## src/rtl/uart_pkg.sv

```systemverilog
// Shared types and helpers for the UART receive path.
package uart_pkg;

  typedef enum logic [1:0] {
    NONE = 2'd0,
    EVEN = 2'd1,
    ODD  = 2'd2
  } parity_mode_t;

  typedef enum logic [2:0] {
    IDLE,
    START,
    DATA,
    PARITY,
    STOP
  } rx_state_t;

  function automatic int baud_clocks(input int clk_rate, input int baud_rate);
    return clk_rate / baud_rate;
  endfunction

endpackage

```

## src/rtl/sync_fifo.sv

```systemverilog
// First-word-fall-through FIFO: a push is visible on dout the next cycle; pushes
// into a full FIFO are dropped unless a pop happens in the same cycle.
module sync_fifo #(
  parameter int WIDTH = 8,
  parameter int DEPTH = 4
) (
  input  logic                   clk,
  input  logic                   rst,
  input  logic                   push,
  input  logic                   pop,
  input  logic [WIDTH-1:0]       din,
  output logic [WIDTH-1:0]       dout,
  output logic                   empty,
  output logic                   full,
  output logic [$clog2(DEPTH):0] count
);

  localparam int AW = $clog2(DEPTH);

  logic [WIDTH-1:0] mem_q [DEPTH];
  logic [AW-1:0]    wr_q, wr_d;
  logic [AW-1:0]    rd_q, rd_d;
  logic [AW:0]      cnt_q, cnt_d;
  logic             do_push, do_pop;

  assign empty   = (cnt_q == '0);
  assign full    = (cnt_q == (AW+1)'(DEPTH));
  assign count   = cnt_q;
  assign dout    = mem_q[rd_q];
  assign do_pop  = pop && !empty;
  assign do_push = push && (!full || do_pop);

  always_comb begin
    wr_d  = wr_q;
    rd_d  = rd_q;
    cnt_d = cnt_q;
    if (do_push) wr_d = wr_q + AW'(1);
    if (do_pop)  rd_d = rd_q + AW'(1);
    if (do_push && !do_pop)      cnt_d = cnt_q + (AW+1)'(1);
    else if (!do_push && do_pop) cnt_d = cnt_q - (AW+1)'(1);
  end

  always_ff @(posedge clk or posedge rst) begin
    if (rst) begin
      for (int i = 0; i < DEPTH; i++) mem_q[i] <= '0;
      wr_q  <= '0;
      rd_q  <= '0;
      cnt_q <= '0;
    end else begin
      if (do_push) mem_q[wr_q] <= din;
      wr_q  <= wr_d;
      rd_q  <= rd_d;
      cnt_q <= cnt_d;
    end
  end

endmodule

```

## src/rtl/uart_rx_fifo.sv

```systemverilog
// UART receiver feeding a FWFT FIFO; a word appears on dout the cycle after its stop
// sample. A full FIFO drops the incoming good frame and raises the sticky overrun flag.
module uart_rx_fifo
  import uart_pkg::*;
#(
  parameter int CLK_RATE    = 100_000_000,
  parameter int BAUD_RATE   = 115_200,
  parameter int DATA_BITS   = 8,
  parameter int PARITY_MODE = 1,
  parameter int FIFO_DEPTH  = 4
) (
  input  logic                          clk,
  input  logic                          rst,
  input  logic                          rx_in,
  input  logic                          rd_en,
  output logic [DATA_BITS-1:0]          dout,
  output logic                          empty,
  output logic                          full,
  output logic [$clog2(FIFO_DEPTH):0]   count,
  output logic                          parity_err,
  output logic                          framing_err,
  output logic                          overrun,
  input  logic                          err_clr,
  output logic                          busy
);

  localparam int BAUD_CLOCKS = baud_clocks(CLK_RATE, BAUD_RATE);
  localparam int CNT_W       = $clog2(BAUD_CLOCKS + 1);
  localparam int BIT_W       = $clog2(DATA_BITS);
  // Loads are one less than the interval because the sample happens on the zero count.
  localparam logic [CNT_W-1:0] HALF_LOAD = CNT_W'(BAUD_CLOCKS / 2 - 1);
  localparam logic [CNT_W-1:0] FULL_LOAD = CNT_W'(BAUD_CLOCKS - 1);
  localparam logic [BIT_W-1:0] LAST_BIT  = BIT_W'(DATA_BITS - 1);
  localparam parity_mode_t     PMODE     = parity_mode_t'(2'(PARITY_MODE));

  rx_state_t            state_q, state_d;
  logic                 sync1_q, sync2_q, prev_q;
  logic [CNT_W-1:0]     cnt_q, cnt_d;
  logic [BIT_W-1:0]     bit_q, bit_d;
  logic [DATA_BITS-1:0] shift_q, shift_d;
  logic                 par_ok_q, par_ok_d;
  logic                 pe_q, pe_d, fe_q, fe_d, ov_q, ov_d;
  logic                 pe_set, fe_set, ov_set;
  logic                 fifo_push, tick;

  always_ff @(posedge clk or posedge rst) begin
    if (rst) begin
      sync1_q  <= 1'b1;
      sync2_q  <= 1'b1;
      prev_q   <= 1'b1;
      state_q  <= IDLE;
      cnt_q    <= '0;
      bit_q    <= '0;
      shift_q  <= '0;
      par_ok_q <= 1'b1;
      pe_q     <= 1'b0;
      fe_q     <= 1'b0;
      ov_q     <= 1'b0;
    end else begin
      sync1_q  <= rx_in;
      sync2_q  <= sync1_q;
      prev_q   <= sync2_q;
      state_q  <= state_d;
      cnt_q    <= cnt_d;
      bit_q    <= bit_d;
      shift_q  <= shift_d;
      par_ok_q <= par_ok_d;
      pe_q     <= pe_d;
      fe_q     <= fe_d;
      ov_q     <= ov_d;
    end
  end

  assign tick = (cnt_q == '0);

  always_comb begin
    state_d   = state_q;
    cnt_d     = cnt_q;
    bit_d     = bit_q;
    shift_d   = shift_q;
    par_ok_d  = par_ok_q;
    fifo_push = 1'b0;
    pe_set    = 1'b0;
    fe_set    = 1'b0;
    ov_set    = 1'b0;
    unique case (state_q)
      IDLE: begin
        if (prev_q && !sync2_q) begin
          state_d = START;
          cnt_d   = HALF_LOAD;
        end
      end
      START: begin
        if (!tick) begin
          cnt_d = cnt_q - CNT_W'(1);
        end else if (!sync2_q) begin
          state_d  = DATA;
          cnt_d    = FULL_LOAD;
          bit_d    = '0;
          par_ok_d = 1'b1;
        end else begin
          state_d = IDLE;
        end
      end
      DATA: begin
        if (!tick) begin
          cnt_d = cnt_q - CNT_W'(1);
        end else begin
          shift_d = {sync2_q, shift_q[DATA_BITS-1:1]};
          cnt_d   = FULL_LOAD;
          if (bit_q == LAST_BIT) state_d = (PMODE == NONE) ? STOP : PARITY;
          else                   bit_d   = bit_q + BIT_W'(1);
        end
      end
      PARITY: begin
        if (!tick) begin
          cnt_d = cnt_q - CNT_W'(1);
        end else begin
          par_ok_d = (PMODE == ODD) ? ((^shift_q) != sync2_q) : ((^shift_q) == sync2_q);
          cnt_d    = FULL_LOAD;
          state_d  = STOP;
        end
      end
      STOP: begin
        if (!tick) begin
          cnt_d = cnt_q - CNT_W'(1);
        end else begin
          state_d = IDLE;
          if (!sync2_q)              fe_set    = 1'b1;
          else if (!par_ok_q)        pe_set    = 1'b1;
          else if (full && !rd_en)   ov_set    = 1'b1;
          else                       fifo_push = 1'b1;
        end
      end
      default: state_d = IDLE;
    endcase
  end

  // A same-cycle error set wins over err_clr.
  assign pe_d = pe_set | (pe_q & ~err_clr);
  assign fe_d = fe_set | (fe_q & ~err_clr);
  assign ov_d = ov_set | (ov_q & ~err_clr);

  assign parity_err  = pe_q;
  assign framing_err = fe_q;
  assign overrun     = ov_q;
  assign busy        = (state_q != IDLE);

  sync_fifo #(
    .WIDTH (DATA_BITS),
    .DEPTH (FIFO_DEPTH)
  ) u_fifo (
    .clk   (clk),
    .rst   (rst),
    .push  (fifo_push),
    .pop   (rd_en),
    .din   (shift_q),
    .dout  (dout),
    .empty (empty),
    .full  (full),
    .count (count)
  );

endmodule

```

## config.mk

```make
export PLATFORM = sky130hd
export DESIGN_NAME = uart_rx_fifo
export DESIGN_NICKNAME = d
export VERILOG_FILES = /design/src/rtl/uart_pkg.sv /design/src/rtl/sync_fifo.sv /design/src/rtl/uart_rx_fifo.sv
export SDC_FILE = /design/constraint.sdc
export NUM_CORES = 1
export LEC_CHECK = 0
export ABC_CLOCK_PERIOD_IN_PS = 7800
export BUFFER_PORTS_ARGS = -buffer_cell sky130_fd_sc_hd__buf_4
export CAP_MARGIN = 25
export CORE_MARGIN = 2
export CORE_UTILIZATION = 39
export DETAILED_ROUTE_END_ITERATION = 6
export GPL_ROUTABILITY_DRIVEN = 0
export SETUP_SLACK_MARGIN = 0.05
export SLEW_MARGIN = 5
export SYNTH_ARGS = -nofsm -noshare
export SYNTH_HDL_FRONTEND = slang
export SYNTH_SLANG_ARGS = --single-unit
```

## constraint.sdc

```tcl
create_clock -name clk -period 7.8 [get_ports clk]
set_input_delay 0.39 -clock clk [delete_from_list [all_inputs] [get_ports clk]]
set_output_delay 0.39 -clock clk [all_outputs]
set_load 0.005 [all_outputs]
```

==> results summary, run 1 <==
The total grt overflow is 0. The placed wire-length estimate came out at 4450 µm. Dividing the synthesized area by the synthesized cell count gives 12.4 µm².

The clock latency reported for the late side of the worst-skew pair is 0.35 ns. STA classifies the critical path startpoint as a register. Global routing used 14.9% of the available tracks. The synthesized design contains 0 enable-type register cells. The number of CTS-inserted buffers came out at 9. The flow ran to the end, and the final reports show no timing, DRC or antenna violations. In this run, placement finished with an instance count of 401. The worst-case IR drop observed on VDD is 95.1 µV. The number of pins exceeding their max-slew limit in the final report is 0. The analysis attributes to net switching a power of 327 µW. The peak clock frequency supported by timing came out at 356 MHz. The tree is rooted in a sky130_fd_sc_hd__clkbuf_8. The total routed wirelength came out at 6710 µm. TritonCTS built the clock tree. The signed area change from the synthesized netlist to the final layout came out at 13.4%.

The required time of the critical path came out at 8.07 ns. The number of vias per cell after detailed routing came out at 5.53. The cell-internal power came out at 695 µW. The flip-flop cell with the highest count after synthesis is sky130_fd_sc_hd__dfrtp_1. The global-route met3 utilization is 3.83%. Sorting the synthesized cells by how often they occur yields sky130_fd_sc_hd__dfrtp_1 (66), sky130_fd_sc_hd__mux2_2 (41), sky130_fd_sc_hd__inv_1 (15). The number of distinct library cells after synthesis is 51. The power density normalized to cell area came out at 257 mW/mm². The headroom to the max-slew limit came out at 41.7%. The number of nets in the synthesized netlist is 298. The area fraction in compound gates after synthesis came out at 9.04%. The post-CTS clock slew at the launch and capture registers of the worst setup and hold paths is 0.09 ns. The starting density of the core came out at 40.2%. The critical path class is reg -> reg. The number of cells on the critical path is 12. Buffers inserted to repair hold after CTS numbered 0. In the final layout, the share of cells above drive strength 1 is 34.3%. The width of the die is 98.8 µm. The power share of the sequential group is 48.3%. The depth of the worst hold-timing path is 1. Combinational logic is responsible for 18.8% of the overall power. Adding up every negative setup slack in the final design gives 0 ns. The I/O pin count is 22.

The number of input and output port buffers inserted is 21. Post-CTS timing repair inserted 0 buffers for setup. The synthesized netlist devotes 3.50% of its cell area to XOR and XNOR gates. The number of nets at the end of the flow is 319. The met1 global-route usage came out at 21.9%. The post-detailed-route wirelength per cell came out at 16.1 µm. The largest net degree at the start of global routing is 71. The library cell with the highest instance count after synthesis is sky130_fd_sc_hd__dfrtp_1. The worst hold path startpoint is rx_in. The largest fanout on the critical path came out at 6. For this run, global-route usage on met2 was measured as 21.2%. For this run, design rule violations remaining after detail routing come to 0. Of all flip-flops after synthesis, the portion carrying an async set or reset was 100%. STA classifies the critical path endpoint as a register.

The first global-routing pass estimated 11400 µm of wire. The most crowded layer after global routing is met1. The maximum clock path buffer count is 2. The initial antenna violation count came to 0.

In this run, synthesis produced a sequential element count of 70. The top-area cell type share of the netlist area came out at 47.1%. The floorplan row count is 34. The end of the worst register-to-register path is u_fifo.count[2]$_DFFE_PP0P_.

After filler insertion, the fill cell instance count of the layout stands at 797. The chip height is 98.8 µm. The final-report hold violation count is 0. The library cell with the largest summed area after synthesis is sky130_fd_sc_hd__dfrtp_1. The setup skew after layout is 0.0113 ns. The count of H-tree levels built during CTS came out at 3. The adder and majority cell fraction of the synthesized area is 3.79%.

The clock network is responsible for 32.9% of the overall power. The multiplexer area fraction after synthesis came out at 19.0%. The number of cells upsized or downsized after cts is 0. Max-cap violations in this run came to 0. The final total power came out at 1020 µW. The Yosys warning count came out at 0.

After Yosys synthesis, and, or, nand and nor cells account for 11.3% of the synthesized area. Setup violations remaining at the end of the flow were counted as 0. The first TritonRoute pass finished after 4 iterations. The post-synthesis instance area is 0.00350 mm².

The worst hold path belongs to the class in -> reg. The path with the worst hold slack has its endpoint at sync1_q$_DFF_PP1_. The number of DRC violations after detailed-routing iteration 0 came out at 77. 0 antenna diodes ended up in the layout. Broken down by cell family, the worst path's largest delay share belongs to simple AND/OR/NAND/NOR gates. The number of cells on the worst reg-to-reg path is 12. The share of total power consumed by net switching is 32.0%.

The cell leakage power came out at 0.00183 µW. Setup repair after global routing left no endpoint under its margin. The critical path arrival is 3.09 ns. By area, the combinational part of the netlist is dominated by multiplexers. Traced cell by cell, the critical path runs through inv_1 > ha_1 > nor3b_2 > nand3_2 > or3_1 > inv_1 > ha_1 > inv_1 > fa_1 > xor2_1 > nor2_1 > xor2_1. By instance count, the cell type seen most on the critical path is sky130_fd_sc_hd__inv_1. By area the synthesized netlist is led by sky130_fd_sc_hd__dfrtp_1 (47%), sky130_fd_sc_hd__mux2_2 (13%), sky130_fd_sc_hd__mux4_2 (5.1%). The count of placed standard cells in the final layout, fillers left out is 417. The area of the core is 0.00872 mm². The number of clock sinks seen by CTS came out at 70. The maximum single-stage delay on the critical path is 0.43 ns. The final worst-path cycle share is 36.1%. The internal reg-to-reg setup slack came out at 4.99 ns.

Final hold analysis gives a worst-case slack of 0.146 ns. The via count of the first global-routing pass came out at 2260. The measured slew at the worst slew-check pin came out at 0.874 ns.

The worst register-to-register path begins at cnt_q[0]$_DFFE_PP0P_. Among all stages on the critical path, the largest delay is contributed by sky130_fd_sc_hd__dfrtp_1. Counting I/O delays and the setup requirement, the final critical path takes 2.81 ns. The number of buffers and inverters on the critical path is 3. The die area is 0.00976 mm².

In this run the remaining antenna-violating nets after routing total 0. The synthesized netlist cell count is 283. The sequential share of the synthesized area came out at 50.1%. The total vias in the final route is 2308.
[sequential cells by signal (all words and copies together), names as in the netlist]
signal / flops
u_fifo.mem_q: 32
framing_err: 1
sync1_q: 1
par_ok_q: 1
shift_q: 8
u_fifo.wr_q: 2
cnt_q: 10
prev_q: 1
state_q: 3
u_fifo.count: 3
u_fifo.rd_q: 2
parity_err: 1
bit_q: 3
sync2_q: 1
overrun: 1
[logic make-up after synthesis]
kind of cell	after synthesis
buf+inv	27
flops	70
mux	51
simple gates	62
compound gates	49
xor+xnor	14
fa+ha+maj	10
[per-layer routing]
layer / wire length, µm / up-vias
met3: 243 / 10
met1: 3280 / 1174
met4: 125 / 0
met5: 0 / -
met2: 3060 / 45
li1: - / 1079
[area by class of cell]
cell class | instances | area, µm² | share of cell area (%)
clock buffer | 9 | 124 | 3.12
timing repair buffer | 22 | 165 | 4.16
multi-input combinational | 186 | 1630 | 41.1
sequential | 70 | 1760 | 44.2
clock inverter | 7 | 104 | 2.61
tap | 108 | 135 | 3.40
inverter | 15 | 56.3 | 1.42
[worst max-delay path by stage]
stage                    startpoint                          end  slack (ns)
3_5_place_dp   cnt_q[0]$_DFFE_PP0P_  u_fifo.count[2]$_DFFE_PP0P_        5.02
4_1_cts        cnt_q[0]$_DFFE_PP0P_  u_fifo.count[2]$_DFFE_PP0P_        5.00
3_3_place_gp   cnt_q[0]$_DFFE_PP0P_  u_fifo.count[2]$_DFFE_PP0P_        5.08
6_report       cnt_q[0]$_DFFE_PP0P_  u_fifo.count[2]$_DFFE_PP0P_        4.99
5_1_grt        cnt_q[1]$_DFFE_PP0P_  u_fifo.count[2]$_DFFE_PP0P_        4.75
2_1_floorplan  cnt_q[0]$_DFFE_PP0P_  u_fifo.count[2]$_DFFE_PP0P_        5.24
[placed cells by master, fill, tap and decap left out, types with 4 or more instances in the layout]
| master | netlist | routed |
|---|---|---|
| sky130_fd_sc_hd__dfrtp_1 | 66 | 66 |
| sky130_fd_sc_hd__ha_1 | 9 | 9 |
| sky130_fd_sc_hd__nand2_2 | 4 | 4 |
| sky130_fd_sc_hd__o21ai_0 | 11 | 11 |
| sky130_fd_sc_hd__clkbuf_8 | 0 | 9 |
| sky130_fd_sc_hd__a31oi_1 | 5 | 5 |
| sky130_fd_sc_hd__xnor2_1 | 11 | 11 |
| sky130_fd_sc_hd__nor2_1 | 11 | 11 |
| sky130_fd_sc_hd__mux4_2 | 8 | 8 |
| sky130_fd_sc_hd__o22ai_1 | 4 | 4 |
| sky130_fd_sc_hd__a21oi_1 | 11 | 11 |
| sky130_fd_sc_hd__buf_4 | 0 | 22 |
| sky130_fd_sc_hd__nand3_1 | 7 | 7 |
| sky130_fd_sc_hd__mux2_2 | 41 | 41 |
| sky130_fd_sc_hd__inv_1 | 15 | 14 |
| sky130_fd_sc_hd__or3_1 | 4 | 4 |
| sky130_fd_sc_hd__nand2_1 | 12 | 12 |
| sky130_fd_sc_hd__nor3_1 | 4 | 4 |
| sky130_fd_sc_hd__dfstp_2 | 4 | 4 |
[metrics by stage]
| step | instance area, µm² | setup slack [ns] | utilization, % |
|---|---|---|---|
| 4_1_cts | 3970 | 5.00 | 45.6 |
| 6_report | 3970 | 4.99 | 45.6 |
| 2_1_floorplan | 3500 | 5.24 | - |
| 5_1_grt | 3970 | 4.75 | 45.6 |
| 3_3_place_gp | 3750 | 5.08 | 43.0 |
| 3_5_place_dp | 3750 | 5.02 | 43.0 |
[power groups by stage]
stage	clock network, µW	logic (µW)	registers, µW
finish	336	192	494
global route	361	216	507
CTS	343	193	495
detailed placement	0	193	502
global placement	0	192	502
floorplan	0	180	456
No activity file was read; power rests on OpenSTA's default activity.
==> run 2, diff against run 1 <==
ABC_AREA = 1   (was not set)
ABC_CLOCK_PERIOD_IN_PS = 2700   (was 7800)
clock period = 2.7 ns   (was 7.8 ns; I/O delays follow)
==> run 2 against run 1 <==
Sequential share of layout area down 2.9 points. Total power grew to 3.2 times the previous value. Final area increased by 6.9%. Count of clock-buffer cells in the layout rose by 1. Via count increased by 27%. Largest power group unchanged. Clock skew about the same. Area after synthesis grew 6.4%. Largest cell class unchanged.
==> results summary, run 2 <==
The category of the worst setup path capture point is a register. The total routed wirelength came out at 7450 µm (+11%). The switching power came out at 1210 µW (+270%). The worst ir drop on vdd is 463 µV (+390%). The peak clock frequency supported by timing is 411 MHz (+16%). The share of flip-flops with an asynchronous set or reset after synthesis is 100% (unchanged).

Setup repair after global routing left no endpoint under its margin. The critical path arrival is 2.66 ns (-0.43 ns). The width of the die is 102 µm (+3.0%).

The post-synthesis instance area is 0.00373 mm² (+6.4%). sky130_fd_sc_hd__dfrtp_1 takes more of the synthesized area than any other cell. By count the netlist is led by sky130_fd_sc_hd__nand2_1 (132), sky130_fd_sc_hd__dfrtp_1 (66), sky130_fd_sc_hd__inv_1 (44).

The clock network fraction of total power came out at 26.4% (-6.5 points). The post-detailed-route wirelength per cell is 12.1 µm (-25%). The number of input and output port buffers inserted was 21 (unchanged). The clock latency reported for the late side of the worst-skew pair is 0.35 ns (about the same). The area of the core came to 0.00924 mm² (+6.0%).

The share of total power consumed by net switching came out at 36.5% (+4.6 points). The setup skew after layout is 0.0117 ns (+0.000385 ns). The measured slew at the worst slew-check pin is 0.894 ns (+0.0206 ns).

The largest net degree at the start of global routing came out at 71 (unchanged). The number of DRC violations after detailed-routing iteration 0 came out at 72 (-6.5%). The proportion of power drawn by combinational gates came out at 35.0% (+16 points). The final setup TNS is 0 ns (unchanged). The internal reg-to-reg setup slack is 0.27 ns (-4.72 ns). The number of nets at the end of the flow was 495 (+55%). In the post-synthesis netlist, the biggest area contributors are sky130_fd_sc_hd__dfrtp_1 (44%), sky130_fd_sc_hd__nand2_1 (13%), sky130_fd_sc_hd__o21ai_1 (4.7%).

The max-capacitance violation count came out at 0 (unchanged). sky130_fd_sc_hd__nand2_1 is the most common cell in the netlist. The flip-flop count of the largest register after layout is 32 (unchanged). The cell with the biggest individual delay on the critical path is sky130_fd_sc_hd__dfrtp_1. The minimum period implied by the final worst setup slack came out at 2.43 ns (-0.380 ns). In the layout the commonest cells are sky130_fd_sc_hd__nand2_1 (132), sky130_fd_sc_hd__dfrtp_1 (66), sky130_fd_sc_hd__inv_1 (43).

The number of pins exceeding their max-slew limit in the final report came to 0 (unchanged). The number of nets produced by synthesis is 465 (+56%). The total vias in the final route came out at 2934 (+27%). The count of H-tree levels built during CTS is 3 (unchanged). The final total power is 3310 µW (+220%). The remaining number of nets flagged by the antenna check after routing is 0 (unchanged). The floorplan row count came to 35 (+2.9%). The placed wire-length estimate was 5170 µm (+16%). The most used flip-flop cell after synthesis is sky130_fd_sc_hd__dfrtp_1. The number of remaining DRC errors came out at 0 (unchanged). The critical path class is reg -> reg. The top-area cell type share of the netlist area is 44.3% (-2.8 points). The signed area change from the synthesized netlist to the final layout is 14.0%. The final count of negative-setup-slack endpoints came out at 0 (unchanged). The number of distinct library cells after synthesis came out at 34 (-33%). The share of post-route cells with drive strength above 1 is 16.3% (-18 points). The number of clock sinks seen by CTS came out at 70 (unchanged). The wire length of the first global-routing pass came out at 13300 µm (+17%). The number of vias per cell after detailed routing came out at 4.78 (-14%). In the final layout, the registers with the most flip-flops are u_fifo.mem_q: 32 flops, cnt_q: 10 flops, shift_q: 8 flops. The maximum clock path buffer count came to 2 (unchanged).

The number of flops mapped to enable cells by yosys was 0 (unchanged). The headroom to the max-slew limit came to 40.4% (-1.4 points). The cell leakage power is 0.00203 µW (+11%). The sequential share of the synthesized area was 47.1% (-3.0 points). The global-route total usage across every layer was 16.2% (+1.2 points).

The worst hold path belongs to the class in -> async. The chip height came to 102 µm (+3.0%). The starting density of the core is 40.4% (+0.18 points). The power density normalized to cell area is 778 mW/mm² (+200%). The total grt overflow came out at 0 (unchanged). The worst setup path is launched from a register.

The critical path goes through inv_1 > ha_1 > nand3_1 > nor2_4 > nand4_1 > a21oi_2 > ha_1 > inv_1 > fa_1 > a21oi_1 > o21ai_0 > xor2_1. The final-report hold violation count is 0 (unchanged). The total of flip-flops plus latches after synthesis came out at 70 (unchanged).

The number of CTS-inserted buffers is 9 (unchanged). The run finished with clean final reports. The register name with the most flops is u_fifo.mem_q. The number of detailed-route iterations in the first pass came out at 4 (unchanged).

Leaving out fill and tap cells, the most frequent cell in the layout is sky130_fd_sc_hd__nand2_1. TritonCTS built the clock tree. The cell-internal power was 2100 µW (+200%).

The average instance area after synthesis is 8.29 µm² (-33%). The post-CTS clock slew at the launch and capture registers of the worst setup and hold paths came to 0.08 ns (about the same). The required time of the critical path is 2.93 ns (-5.14 ns). The power share of the sequential group came out at 38.6% (-9.7 points). The largest fanout on the critical path is 5 (-1). The via count of the first global-routing pass came out at 2878 (+27%).

The die area is 0.0104 mm² (+6.2%). The synthesized netlist cell count came out at 450 (+59%). CTS placed an instance of sky130_fd_sc_hd__clkbuf_8 at the clock tree root. The final worst-path cycle share came out at 90.1% (+54 points). The setup fix buffers added after clock tree synthesis came out at 0 (unchanged). The maximum single-stage delay on the critical path is 0.38 ns (-0.05 ns). The I/O pin count is 22 (unchanged). The initial antenna violation count came out at 0 (unchanged). The Yosys warning count is 0 (unchanged). The number of diodes added for antenna fixing came out at 0 (unchanged).
-- run 2: cell count changes after synthesis, moves of 18 or more --
cell and delta:
sky130_fd_sc_hd__o21ai_0 +18, sky130_fd_sc_hd__inv_1 +29, sky130_fd_sc_hd__nand2_1 +120, sky130_fd_sc_hd__nor2_1 +30, sky130_fd_sc_hd__o21ai_1 +35, sky130_fd_sc_hd__mux2_2 -40
-- run 2: metrics by stage --
step / area (µm²) / worst slack, ns / hold slack [ns] / utilization (%) / std cells
global route: 4250 / 0.0506 / 0.141 / 46.0 / 614
floorplan: 3730 / 0.315 / 0.139 / - / 450
detailed placement: 4020 / 0.197 / 0.248 / 43.5 / 596
global placement: 4020 / 0.243 / 0.248 / 43.5 / 596
CTS: 4250 / 0.190 / 0.0874 / 45.9 / 614
finish: 4250 / 0.267 / 0.0505 / 46.0 / 614
-- run 2: per-layer routing --
metal / part of all wire, % / vias to the layer above / track usage (%)
li1: - / 1522 / -
met1: 49 / 1374 / 20.9
met2: 48 / 34 / 27.1
met3: 2.4 / 4 / 3.73
met4: 0.55 / 0 / 4.37
met5: 0 / - / 0
-- run 2: cell type report --
type                            count  area (µm²)
Timing Repair Buffer               28         215
Sequential cell                    70        1760
Clock inverter                      6        71.3
Multi-Input combinational cell    326        1740
Clock buffer                       10         138
Tap cell                          129         161
Inverter                           45         171
Fill cell                         894        4990
-- run 2: cell families (layout without fill, tap and decap cells) --
group / count (synthesis) / count (layout) / share of synthesized area, %
AOI/OAI and AO/OA: 91 / 91 / 13.5
xor gates and xnor gates: 11 / 11 / 2.58
adders and majority gates: 10 / 10 / 3.56
buffers and inverters: 54 / 89 / 6.44
DFF: 70 / 70 / 47.1
muxes: 1 / 1 / 0.302
and+or+nand+nor: 213 / 213 / 26.5
-- run 2: power by group through the flow --
stage | Combinational, µW | Sequential (µW) | Clock (µW)
final | 1160 | 1280 | 873
after global routing | 1330 | 1290 | 948
after CTS | 1170 | 1280 | 903
after detailed placement | 1160 | 1300 | 0
after global placement | 1160 | 1290 | 0
after floorplan | 792 | 1270 | 0
-- run 2: timing repair --
action	CTS	global route
hold buffers	2	0
hold endpoints to repair	4	0
endpoints found under the setup margin	0	1
gates resized for setup	0	1
-- run 2: critical path: cells and delay by family, from the launching register on --
| family | cells | cell delay, ns |
|---|---|---|
| adder cells (fa/ha/maj) | 3 | 0.79 |
| AO/OA/AOI/OAI | 3 | 0.43 |
| flip-flops | 1 | 0.38 |
| AND/OR/NAND/NOR | 3 | 0.38 |
| buffers and inverters | 2 | 0.20 |
| XOR/XNOR | 1 | 0.15 |
-- run 2: path summary, 6_finish.rpt --
| kind | cells after the start | to | startpoint |
|---|---|---|---|
| setup / recovery | 12 | u_fifo.count[2]$_DFFE_PP0P_ | cnt_q[0]$_DFFE_PP0P_ |
| hold / removal | 3 | u_fifo.mem_q[14]$_DFFE_PP0P_ | rst |
| setup reg to reg | 12 | u_fifo.count[2]$_DFFE_PP0P_ | cnt_q[0]$_DFFE_PP0P_ |
| hold reg to reg | 0 | sync2_q$_DFF_PP1_ | sync1_q$_DFF_PP1_ |
| max in group asynchronous | 3 | shift_q[1]$_DFFE_PP0P_ | rst |
| min in group clk | 4 | overrun$_DFF_PP0_ | rd_en |
==> run 3, diff against run 2 <==
ABC_AREA = not set   (was 1)
==> run 3 against run 2 <==
Clock skew fell by 0.0029 ns. Maximum frequency fell by 3.4%. Final area fell by 4.2%. Total power fell by 14%. Critical path type unchanged. Largest power group unchanged.
==> results summary, run 3 (synthesized netlist as in run 1, its figures left out) <==
The register area is 0.00176 mm² (unchanged). In the final layout, the registers with the most flip-flops are u_fifo.mem_q: 32 flops, cnt_q: 10 flops, shift_q: 8 flops. The I/O pin count came out at 22 (unchanged). The required time of the critical path is 2.92 ns (about the same). The cell sitting at the root of the clock tree is a sky130_fd_sc_hd__clkbuf_8. The cell leakage power is 0.00189 µW (-7.3%).

The flow ran to the end, and the final reports show no timing, DRC or antenna violations. The placed wire-length estimate came out at 4760 µm (-7.9%). The number of input and output port buffers inserted is 21 (unchanged). The post-CTS clock slew at the launch and capture registers of the worst setup and hold paths came out at 0.07 ns (about the same).

The final worst-path cycle share was 93.3% (+3.2 points). The headroom to the max-slew limit is 51.8% (+11 points). The number of clock sinks seen by CTS came to 70 (unchanged). The share of post-route cells with drive strength above 1 came to 37.7% (+21 points).

The library cell used most frequently in the layout, excluding fill and tap cells, is sky130_fd_sc_hd__dfrtp_1. The number of DRC violations after detailed-routing iteration 0 is 89 (+24%). The die area is 0.00976 mm² (-5.8%). The power density normalized to cell area was 697 mW/mm² (-10%). The total grt overflow came out at 0 (unchanged).

The wire length of the first global-routing pass was 12100 µm (-9.4%). The number of nets at the end of the flow came to 334 (-33%). The largest net degree at the start of global routing is 39 (-45%). The floorplan row count came out at 34 (-2.9%). The via count of the first global-routing pass came out at 2392 (-17%).

The post-detailed-route wirelength per cell came to 16.0 µm (+32%). The minimum period implied by the final worst setup slack came out at 2.52 ns (+0.0859 ns). The area of the core is 0.00872 mm² (-5.6%). The total routed wirelength came to 6900 µm (-7.3%). The starting density of the core is 40.2% (-0.18 points). The number of remaining DRC errors is 0 (unchanged). The number of detailed-route iterations in the first pass came out at 4 (unchanged). The final setup TNS came out at 0 ns (unchanged). The count of fill cells added during filler insertion came out at 810 (-9.4%). The peak clock frequency supported by timing came out at 397 MHz (-3.4%). The library cells used most frequently in the layout, excluding fill and tap cells, are sky130_fd_sc_hd__dfrtp_1 (66), sky130_fd_sc_hd__mux2_2 (41), sky130_fd_sc_hd__buf_4 (34). The max-capacitance violation count came out at 0 (unchanged). The flip-flop count of the largest register after layout is 32 (unchanged). The worst setup path is launched from a register. The setup fix buffers added after clock tree synthesis came out at 0 (unchanged). The worst-case setup margin in the final layout was 0.181 ns (-0.0859 ns). The initial antenna violation count came to 0 (unchanged). The worst ir drop on vdd came out at 237 µV (-49%). The final-report hold violation count is 0 (unchanged). The final count of negative-setup-slack endpoints is 0 (unchanged). The largest fanout on the critical path came out at 3 (-2).

The critical path arrival is 2.74 ns (+0.08 ns). The class of the tightest hold or removal check is in -> reg. The width of the die is 98.8 µm (-2.9%). The maximum clock path buffer count came out at 2 (unchanged). STA classifies the critical path endpoint as a register. The number of pins exceeding their max-slew limit in the final report came out at 0 (unchanged). The final design utilization is 46.7% (+0.71 points). The total vias in the final route came out at 2323 (-21%). The measured slew at the worst slew-check pin is 0.722 ns (-0.172 ns).

TritonCTS built the clock tree. The signed area change from the synthesized netlist to the final layout is 16.3%. The count of H-tree levels built during CTS is 3 (unchanged). The number of diodes added for antenna fixing is 0 (unchanged).

The global-route total usage across every layer came out at 15.7% (-0.49 points). The combined area of the multi-input logic cells came out at 0.00164 mm² (-5.3%). The number of vias per cell after detailed routing is 5.38 (+13%). The remaining number of nets flagged by the antenna check after routing came out at 0 (unchanged). The clock latency reported for the late side of the worst-skew pair is 0.34 ns (about the same). The setup skew after layout is 0.00886 ns (-0.00288 ns).

The minimum setup slack after placement is 0.135 ns (-0.0622 ns). The number of CTS-inserted buffers is 9 (unchanged). Setup repair after global routing left no endpoint under its margin. The critical path in this run is classified as reg -> reg. The chip height came to 98.8 µm (-2.9%). u_fifo.mem_q holds more flip-flops than any other register.
run 3: report_power, final:
part	leakage, µW	switching (µW)	internal [µW]
Combinational	0.000868	309	360
Sequential	0.000925	222	1170
Clock	0.0000924	412	363
run 3: repair_timing:
item,4_1_cts,5_1_grt
endpoints found under the setup margin,0,2
gates resized for setup,0,4
hold endpoints to repair,31,0
hold buffers,2,0
run 3: worst paths after layout:
check                                       startpoint                           to  slack, ns  cells after the start
max in group asynchronous                          rst            sync2_q$_DFF_PP1_       1.52                      4
hold reg to reg                      sync1_q$_DFF_PP1_            sync2_q$_DFF_PP1_       0.36                      0
min in group asynchronous                          rst         cnt_q[4]$_DFFE_PP0P_       0.48                      3
setup / recovery           u_fifo.count[0]$_DFFE_PP0P_  u_fifo.count[1]$_DFFE_PP0P_       0.18                      8
hold / removal                                 err_clr         parity_err$_DFF_PP0_       0.02                      2
setup reg to reg           u_fifo.count[0]$_DFFE_PP0P_  u_fifo.count[1]$_DFFE_PP0P_       0.18                      8
run 3: layout make-up:
type | instances | area share (%)
tap | 108 | 3.32
timing repair buffer | 37 | 7.25
sequential | 70 | 43.1
multi-input combinational | 186 | 40.4
clock inverter | 6 | 1.17
clock buffer | 10 | 3.38
inverter | 15 | 1.38
run 3: through the flow:
| stage | instances | area (µm²) | total power (µW) | hold WS [ns] |
|---|---|---|---|---|
| detailed placement | 414 | 3860 | 2080 | 0.245 |
| global placement | 414 | 3860 | 2040 | 0.244 |
| CTS | 432 | 4060 | 2860 | 0.0137 |
| finish | 432 | 4070 | 2840 | 0.0230 |
| global route | 432 | 4070 | 3020 | 0.0142 |
| floorplan | 283 | 3500 | 1840 | 0.139 |
run 3: metal layers:
metal	track usage, %	up-vias	share of wire (%)
met5	0	-	0
met4	5.48	0	1.0
met3	3.33	5	3.1
met2	23.0	32	47
met1	23.0	1174	49
li1	-	1112	-
run 3: worst max-delay path, cell delays in order (launching register included):
cell,delay (ns)
sky130_fd_sc_hd__dfrtp_1,0.37
sky130_fd_sc_hd__or4b_2,0.71
sky130_fd_sc_hd__nand3_1,0.18
sky130_fd_sc_hd__or3_4,0.17
sky130_fd_sc_hd__inv_1,0.04
sky130_fd_sc_hd__ha_1,0.19
sky130_fd_sc_hd__inv_1,0.07
sky130_fd_sc_hd__fa_1,0.40
sky130_fd_sc_hd__mux2_2,0.26
